## config.mk

```make
export PLATFORM = sky130hd
export DESIGN_NAME = pll_reconfig_ctrl
export DESIGN_NICKNAME = d
export VERILOG_FILES = /design/src/rtl/pll_reconfig_pkg.sv /design/src/rtl/pll_reconfig_timer.sv /design/src/rtl/pll_reconfig_ctrl.sv
export SDC_FILE = /design/constraint.sdc
export NUM_CORES = 1
export LEC_CHECK = 0
export CORE_ASPECT_RATIO = 1.1
export CORE_MARGIN = 2
export CORE_UTILIZATION = 49
export CTS_CLUSTER_DIAMETER = 120
export CTS_CLUSTER_SIZE = 16
export DETAILED_ROUTE_END_ITERATION = 10
export PLACE_DENSITY = 0.88
export SLEW_MARGIN = 20
export SYNTH_ARGS = -nofsm -noshare
export SYNTH_HDL_FRONTEND = slang
export SYNTH_SLANG_ARGS = --single-unit
```

## constraint.sdc

```tcl
create_clock -name DCLK -period 2.31 [get_ports DCLK]
set_input_delay 0.462 -clock DCLK [delete_from_list [all_inputs] [get_ports DCLK]]
set_output_delay 0.462 -clock DCLK [all_outputs]
set_load 0.02 [all_outputs]
```

## src/rtl/pll_reconfig_pkg.sv

```systemverilog
`default_nettype none
// ============================================================================
// Module   : pll_reconfig_pkg
// Purpose  : Shared types and constants for the PLL DRP reconfiguration
//            sequencer: state encoding, result codes, DRP step record and
//            the per-set register table.
// Revision : 1.0 - initial release
// ============================================================================
package pll_reconfig_pkg;

  // Sequencer states
  typedef enum logic [3:0] {
    ST_HOLD      = 4'd0,
    ST_RD        = 4'd1,
    ST_RD_WAIT   = 4'd2,
    ST_WR        = 4'd3,
    ST_WR_WAIT   = 4'd4,
    ST_RELEASE   = 4'd5,
    ST_WAIT_LOCK = 4'd6,
    ST_DONE      = 4'd7,
    ST_IDLE      = 4'd8
  } state_t;

  // Result codes reported on ERR
  localparam logic [1:0] c_err_ok   = 2'd0;
  localparam logic [1:0] c_err_drp  = 2'd1;
  localparam logic [1:0] c_err_lock = 2'd2;

  // One read-modify-write step: bits set in mask are replaced by value
  typedef struct packed {
    logic [6:0]  addr;
    logic [15:0] mask;
    logic [15:0] value;
  } drp_step_t;

  localparam int c_cfg_steps = 4;

  // CLKOUT0 ClkReg1/ClkReg2 then CLKFBOUT ClkReg1/ClkReg2.
  // ClkReg1 rewrites HIGH_TIME/LOW_TIME, ClkReg2 rewrites EDGE/NO_COUNT.
  // Set 0: CLKOUT0 /10, CLKFBOUT /8.  Set 1: CLKOUT0 /5 (odd, EDGE=1), CLKFBOUT /16.
  localparam drp_step_t PLL_CFG_TABLE [2][c_cfg_steps] = '{
    '{ '{7'h08, 16'h0FFF, 16'h0145},
       '{7'h09, 16'h00C0, 16'h0000},
       '{7'h14, 16'h0FFF, 16'h0104},
       '{7'h15, 16'h00C0, 16'h0000} },
    '{ '{7'h08, 16'h0FFF, 16'h00C2},
       '{7'h09, 16'h00C0, 16'h0080},
       '{7'h14, 16'h0FFF, 16'h0208},
       '{7'h15, 16'h00C0, 16'h0000} }
  };

  // Table lookup; steps beyond the table leave registers untouched
  function automatic drp_step_t cfg_step(input logic sel, input logic [15:0] step);
    if (step < 16'(c_cfg_steps))
      return PLL_CFG_TABLE[sel][step[1:0]];
    else
      return '0;
  endfunction

  // Saturating decrement used to turn a cycle count into a timer load value
  function automatic logic [15:0] sat_dec(input logic [15:0] v);
    return (v == 16'd0) ? 16'd0 : v - 16'd1;
  endfunction

endpackage
`default_nettype wire

```

## src/rtl/pll_reconfig_timer.sv

```systemverilog
`default_nettype none
// ============================================================================
// Module   : pll_reconfig_timer
// Purpose  : Loadable 16-bit saturating down-counter; done is high while the
//            count sits at zero. A load of N gives done after N cycles.
// Revision : 1.0 - initial release
// ============================================================================
module pll_reconfig_timer #(
  parameter logic [15:0] RESET_VAL = 16'd0
) (
  input  logic        clk,
  input  logic        rst_n,
  input  logic        load,
  input  logic [15:0] load_val,
  output logic        done
);

  logic [15:0] r_count;

  // Load has priority; otherwise count down and stick at zero
  always_ff @(posedge clk or negedge rst_n) begin
    if (!rst_n)
      r_count <= RESET_VAL;
    else if (load)
      r_count <= load_val;
    else if (r_count != 16'd0)
      r_count <= r_count - 16'd1;
  end

  assign done = (r_count == 16'd0);

endmodule
`default_nettype wire

```

## src/rtl/pll_reconfig_ctrl.sv

```systemverilog
`default_nettype none
// ============================================================================
// Module   : pll_reconfig_ctrl
// Purpose  : DRP master that brings the PLL up after reset and services
//            reconfiguration requests (hold reset, read-modify-write the
//            register table, release reset, wait for lock).
// Options  : PLL_RECONFIG_LOCK_MON_EN - lock-loss monitor in IDLE
// Revision : 1.0 - initial release
// ============================================================================
module pll_reconfig_ctrl
  import pll_reconfig_pkg::*;
#(
  parameter int unsigned NUM_STEPS    = 4,
  parameter int unsigned RST_HOLD     = 8,
  parameter int unsigned DRP_TIMEOUT  = 64,
  parameter int unsigned LOCK_TIMEOUT = 1024
) (
  input  logic        DCLK,
  input  logic        RST_N,
  input  logic        REQ,
  input  logic        REQ_SEL,
  output logic        ACK,
  output logic        BUSY,
  output logic [1:0]  ERR,
  output logic        LOCK_LOST,
  output logic        PLL_RST,
  output logic [6:0]  DADDR,
  output logic        DEN,
  output logic        DWE,
  output logic [15:0] DI,
  input  logic [15:0] DO,
  input  logic        DRDY,
  input  logic        LOCKED
);

  // Timer load values: a load of N-1 keeps a state for N cycles
  localparam logic [15:0] c_hold_ld = sat_dec(16'(RST_HOLD));
  localparam logic [15:0] c_drp_ld  = sat_dec(16'(DRP_TIMEOUT));
  localparam logic [15:0] c_lock_ld = sat_dec(16'(LOCK_TIMEOUT));
  localparam logic [15:0] c_last_step = sat_dec(16'(NUM_STEPS));

  state_t      r_state, w_state_nxt;
  logic        r_pll_rst, w_pll_rst_nxt;
  logic [1:0]  r_err, w_err_nxt;
  logic        r_skip_drp, w_skip_nxt;
  logic        r_sel, w_sel_nxt;
  logic [15:0] r_step, w_step_nxt;
  logic [15:0] r_di, w_di_nxt;
  logic [1:0]  r_lock_sync;
  logic        w_locked;
  logic        w_lock_drop;
  logic        w_tmr_load;
  logic [15:0] w_tmr_val;
  logic        w_tmr_done;
  logic        w_drp_active;
  drp_step_t   w_cur;

  assign w_locked = r_lock_sync[1];
  assign w_cur    = cfg_step(r_sel, r_step);

  pll_reconfig_timer #(
    .RESET_VAL (c_hold_ld)
  ) u_timer (
    .clk      (DCLK),
    .rst_n    (RST_N),
    .load     (w_tmr_load),
    .load_val (w_tmr_val),
    .done     (w_tmr_done)
  );

  // Two-flop synchroniser for the asynchronous PLL lock indication
  always_ff @(posedge DCLK or negedge RST_N) begin
    if (!RST_N)
      r_lock_sync <= 2'b00;
    else
      r_lock_sync <= {r_lock_sync[0], LOCKED};
  end

`ifdef PLL_RECONFIG_LOCK_MON_EN
  logic r_lock_d;
  logic r_lock_lost;

  assign w_lock_drop = r_lock_d & ~w_locked;
  assign LOCK_LOST   = r_lock_lost;

  // Edge-detect lock loss and keep a sticky flag once seen while idle
  always_ff @(posedge DCLK or negedge RST_N) begin
    if (!RST_N) begin
      r_lock_d    <= 1'b0;
      r_lock_lost <= 1'b0;
    end else begin
      r_lock_d <= w_locked;
      if (r_state == ST_IDLE && w_lock_drop)
        r_lock_lost <= 1'b1;
    end
  end
`else
  assign w_lock_drop = 1'b0;
  assign LOCK_LOST   = 1'b0;
`endif

  // State register; reset starts a bring-up-only sequence
  always_ff @(posedge DCLK or negedge RST_N) begin
    if (!RST_N)
      r_state <= ST_HOLD;
    else
      r_state <= w_state_nxt;
  end

  // Next-state logic, timer loads and datapath updates
  always_comb begin
    w_state_nxt   = r_state;
    w_tmr_load    = 1'b0;
    w_tmr_val     = 16'd0;
    w_pll_rst_nxt = r_pll_rst;
    w_err_nxt     = r_err;
    w_skip_nxt    = r_skip_drp;
    w_sel_nxt     = r_sel;
    w_step_nxt    = r_step;
    w_di_nxt      = r_di;
    case (r_state)
      ST_HOLD: begin
        w_pll_rst_nxt = 1'b1;
        if (w_tmr_done) begin
          if (r_skip_drp) begin
            w_state_nxt = ST_RELEASE;
            w_tmr_load  = 1'b1;
            w_tmr_val   = c_hold_ld;
          end else begin
            w_step_nxt  = 16'd0;
            w_state_nxt = ST_RD;
            w_tmr_load  = 1'b1;
            w_tmr_val   = c_drp_ld;
          end
        end
      end
      ST_RD: w_state_nxt = ST_RD_WAIT;
      ST_RD_WAIT: begin
        if (DRDY) begin
          w_di_nxt    = (DO & ~w_cur.mask) | (w_cur.value & w_cur.mask);
          w_state_nxt = ST_WR;
          w_tmr_load  = 1'b1;
          w_tmr_val   = c_drp_ld;
        end else if (w_tmr_done) begin
          w_err_nxt   = c_err_drp;
          w_state_nxt = ST_DONE;
        end
      end
      ST_WR: w_state_nxt = ST_WR_WAIT;
      ST_WR_WAIT: begin
        if (DRDY) begin
          w_tmr_load = 1'b1;
          if (r_step == c_last_step) begin
            w_state_nxt = ST_RELEASE;
            w_tmr_val   = c_hold_ld;
          end else begin
            w_step_nxt  = r_step + 16'd1;
            w_state_nxt = ST_RD;
            w_tmr_val   = c_drp_ld;
          end
        end else if (w_tmr_done) begin
          w_err_nxt   = c_err_drp;
          w_state_nxt = ST_DONE;
        end
      end
      ST_RELEASE: begin
        if (w_tmr_done) begin
          w_pll_rst_nxt = 1'b0;
          w_state_nxt   = ST_WAIT_LOCK;
          w_tmr_load    = 1'b1;
          w_tmr_val     = c_lock_ld;
        end
      end
      ST_WAIT_LOCK: begin
        if (w_locked) begin
          w_err_nxt   = c_err_ok;
          w_state_nxt = ST_DONE;
        end else if (w_tmr_done) begin
          w_err_nxt     = c_err_lock;
          w_pll_rst_nxt = 1'b1;
          w_state_nxt   = ST_DONE;
        end
      end
      ST_DONE: begin
        w_skip_nxt  = 1'b0;
        w_state_nxt = ST_IDLE;
      end
      ST_IDLE: begin
        if (w_lock_drop) begin
          w_skip_nxt    = 1'b1;
          w_pll_rst_nxt = 1'b1;
          w_state_nxt   = ST_HOLD;
          w_tmr_load    = 1'b1;
          w_tmr_val     = c_hold_ld;
        end else if (REQ) begin
          w_sel_nxt     = REQ_SEL;
          w_skip_nxt    = 1'b0;
          w_pll_rst_nxt = 1'b1;
          w_state_nxt   = ST_HOLD;
          w_tmr_load    = 1'b1;
          w_tmr_val     = c_hold_ld;
        end
      end
      default: begin
        w_pll_rst_nxt = 1'b1;
        w_state_nxt   = ST_HOLD;
        w_tmr_load    = 1'b1;
        w_tmr_val     = c_hold_ld;
      end
    endcase
  end

  // Datapath registers; reset leaves the PLL held with the next sequence bring-up only
  always_ff @(posedge DCLK or negedge RST_N) begin
    if (!RST_N) begin
      r_pll_rst  <= 1'b1;
      r_err      <= c_err_ok;
      r_skip_drp <= 1'b1;
      r_sel      <= 1'b0;
      r_step     <= 16'd0;
      r_di       <= 16'd0;
    end else begin
      r_pll_rst  <= w_pll_rst_nxt;
      r_err      <= w_err_nxt;
      r_skip_drp <= w_skip_nxt;
      r_sel      <= w_sel_nxt;
      r_step     <= w_step_nxt;
      r_di       <= w_di_nxt;
    end
  end

  // Address and write strobe stay put for the whole access, DEN only pulses
  assign w_drp_active = (r_state == ST_RD) || (r_state == ST_RD_WAIT) ||
                        (r_state == ST_WR) || (r_state == ST_WR_WAIT);
  assign DADDR   = w_drp_active ? w_cur.addr : 7'd0;
  assign DEN     = (r_state == ST_RD) || (r_state == ST_WR);
  assign DWE     = (r_state == ST_WR) || (r_state == ST_WR_WAIT);
  assign DI      = r_di;
  assign PLL_RST = r_pll_rst;
  assign ERR     = r_err;
  assign ACK     = (r_state == ST_DONE);
  assign BUSY    = (r_state != ST_IDLE);

endmodule
`default_nettype wire

```

==> results.py <==
metrics = {
    "layout": {
        "synthToLayoutAreaGrowth_pct": 30.76,
        "final_cells": 538,
        "num-nets-final": 477,
        "regArea_um2": 1483,
        "nFillCells": 496,
        "drive_gt1_share_pct": 19.96,
        "multi_input_comb_area_um2": 1759,
        "antenna_cells": 0,
    },
    "place": {
        "dp_cells": 521,
        "port_buffers": 48,
        "place_ws_ns": -0.3392,
        "place.gp.congestion": 0.9009,
        "hpwl_mm": 5.932,
    },
    "clock_tree": {
        "clk_latency_ns": 0.34,
        "cts_buffers": 9,
        "htreeDepth": 3,
        "clock_path_buffers": 2,
        "cts_tree": "yes",
        "clkSlewWorstSetupHoldPaths_ns": 0.08,
        "clkSinkCount": 59,
        "root_buffer": "clkbuf_8",
    },
    "power": {
        "leakagePower_nw": 1.918,
        "p_seq_share_pct": 31.1,
        "p_int_mw": 2.938,
        "peakVddDrop_mv": 0.8434,
        "swShare_pct": 42.53,
        "p_per_area_nw_per_um2": 1176,
        "pwr-share-comb_pct": 52.3,
        "pwr-share-clk_pct": 16.6,
        "netSwitchingPower_mw": 2.174,
    },
    "worst_setup_path": {
        "worstSetupEndpointType": "primary output",
        "cp-endpoint": "DADDR[4]",
        "crit_fanout": 3,
        "crit_path_start_kind": "flip-flop",
        "r2r_cells": 6,
        "rrSetupSlack_ns": 0.15,
        "r2r_start": "r_state[0]$_DFFE_PN0P_",
        "crit_required_ns": 1.85,
        "criticalPathCategory": "flip-flop to primary output",
        "r2r_end": "r_step[8]$_DFFE_PN0P_",
        "worstSetupStartpoint": "r_step[13]$_DFFE_PN0P_",
        "arrival_ns": 2.03,
    },
    "synth": {
        "ys_warn_count": 0,
        "seq_area_frac_synth_pct": 44.62,
        "syn_avg_cell_area_um2": 8.933,
        "synth_top_area_share_pct": 40.66,
        "yosys-top-cells-area": "dfrtp_1, nand2_1, xnor2_1",
        "synth_area_um2": 3323,
        "synth-seq-cells": 59,
        "synthDistinctLibCells": 53,
        "synthArstFlopShare_pct": 100.0,
        "synth_flop_cell": "dfrtp_1",
        "yosysTopAreaCell": "dfrtp_1",
        "synth_edf_count": 0,
        "syn_inst": 372,
    },
    "global_routing": {
        "grt_usage_pct": 24.23,
        "grt_pass1_wl_mm": 13.94,
        "grt_max_degree": 35,
        "grt_pass1_vias": 3061,
        "grt-ovfl-total": 0,
        "antenna_found_initial": 0,
    },
    "routing": {
        "ant_nets": 0,
        "vias": 3029,
        "drc": 0,
        "drt-initial-drc-count": 177,
        "viasPerCell": 5.630,
        "routed_wl_mm": 8.389,
        "drt_pre_antenna_iters": 4,
        "wl_per_cell_um": 15.59,
    },
    "die": {
        "die_h_um": 90.37,
        "die_w_um": 82.52,
        "core_um2": 6594,
        "boundaryPins": 53,
        "rows": 31,
        "die_area_um2": 7457,
        "start_util_pct": 50.40,
    },
    "timing": {
        "max_freq_mhz": 400.9,
        "finClkSkew_ns": 0.009726,
        "min_period_ns": 2.494,
        "min_period_over_period_pct": 108.0,
        "grt_setup_unrepaired": "true",
        "finalSetupViolCount": 4,
        "fin_setup_tns_ns": -0.6946,
        "tightest_slew_ns": 0.6097,
        "slew_headroom_pct": 59.36,
        "maxSlewViolCount": 0,
        "worst_slack_ns": -0.1842,
        "hold_viol": 0,
    },
    "hold_path": {
        "hold_path_class": "input pin to asynchronous set/reset pin",
    },
    "job": {
        "drv_cap": 0,
    },
    "outcome": {
        "status": "finished with violations",
        "violations": "negative setup slack",
    },
}
==> layout by cell type, fill, tap and decap left out, types with 5 or more instances in the layout <==
cell type	synthesis	routed
mux2i_1	5	5
dfrtp_1	54	54
or3_1	6	5
o21ai_0	25	25
inv_1	7	7
a21oi_1	13	13
xor2_1	8	8
xnor2_1	17	17
nand2_1	47	46
nor4_2	2	5
buf_4	6	44
nand4_1	5	5
nor2_1	36	34
nor2_2	5	6
clkdlybuf4s50_1	0	39
nor3_1	11	11
clkbuf_8	0	10
nand3_1	15	15
dfstp_2	5	5
or4_1	5	5
nand2b_1	6	6
nor4_1	16	11
==> worst min-delay path by stage <==
stage                     slack (ns)                      from                       end  cells past startpoint
after floorplan                 0.17                     RST_N         DI[0]$_DFFE_PN0P_                      0
after global placement          0.34  r_lock_sync[0]$_DFF_PN0_  r_lock_sync[1]$_DFF_PN0_                      0
after detailed placement        0.35  r_lock_sync[0]$_DFF_PN0_  r_lock_sync[1]$_DFF_PN0_                      0
after CTS                       0.13                     RST_N        ERR[0]$_DFFE_PN0P_                      1
after global routing            0.16                     RST_N        ERR[0]$_DFFE_PN0P_                      1
final                           0.12                     RST_N        ERR[0]$_DFFE_PN0P_                      1
==> cell type report <==
class / instances / area share [%]
flip-flops and latches: 59 / 34.12
repair buffers: 90 / 18.31
multi-input cells: 284 / 40.48
well taps: 82 / 2.361
clock buffers: 10 / 3.167
inverters: 7 / 0.6047
clock inverters: 6 / 0.9502
==> through the flow <==
stage,total power [mW],hold slack [ns],area [um2],util [%]
3_5_place_dp,4.202,0.3479,4110,62.33
5_1_grt,5.467,0.1593,4345,65.90
6_report,5.111,0.1195,4345,65.90
4_1_cts,5.067,0.1261,4320,65.52
3_3_place_gp,4.104,0.3422,4110,62.33
2_1_floorplan,3.235,0.1664,3347,-
==> per-layer routing <==
layer	vias to the layer above	track usage (%)	wire (um)
met5	-	0	0
met4	0	10.25	216
met3	20	5.400	357
met2	95	41.87	4387
met1	1448	28.14	3428
li1	1466	-	-
==> timing repair <==
action | CTS | global route
hold buffers | 0 | 0
pin swaps | 4 | 3
gates resized for setup | 30 | 5
buffers inserted | 0 | 1
hold endpoints to repair | 0 | 0
setup endpoints to repair | 11 | 18
==> worst max-delay path, stage by stage, from the launching register on <==
cell and delay, ns:
dfrtp_1 0.42, nor4_4 0.34, nand4_1 0.23, or3_4 0.45, nor2_4 0.10, buf_4 0.15
==> flip-flops by register name (all words and copies together), names as in the netlist <==
| signal | count |
|---|---|
| DI | 16 |
| ERR | 2 |
| PLL_RST | 1 |
| r_lock_sync | 2 |
| r_sel | 1 |
| r_skip_drp | 1 |
| r_state | 4 |
| r_step | 16 |
| u_timer.r_count | 16 |
==> power groups by stage <==
stage          logic (mW)  clock network [mW]  registers, mW
2_1_floorplan        1.53                   0           1.70
3_3_place_gp         2.54                   0           1.57
3_5_place_dp         2.61                   0           1.59
4_1_cts              2.62               0.861           1.58
5_1_grt              2.93               0.904           1.63
6_report             2.67               0.847           1.59
==> synthesized netlist by cell type (7+ instances only) <==
cell type,instances
nor4_1,16
o21ai_0,25
nor3_1,11
xor2_1,8
inv_1,7
nor2_1,36
xnor2_1,17
clkbuf_1,12
nand3_1,15
dfrtp_1,54
a21oi_1,13
nand2_1,47
==> logic make-up (layout without fill, tap and decap cells) <==
logic type	after synthesis	after routing	share of synthesized area, %
AOI/OAI and AO/OA	65	65	11.97
adders and majority gates	4	4	1.506
buffers and inverters	32	113	5.045
and+or+nand+nor	179	179	27.97
xor gates and xnor gates	25	25	6.589
DFF	59	59	44.62
other	1	4	0.1128
muxes	7	7	2.184
Power figures use the tool's default switching activity.
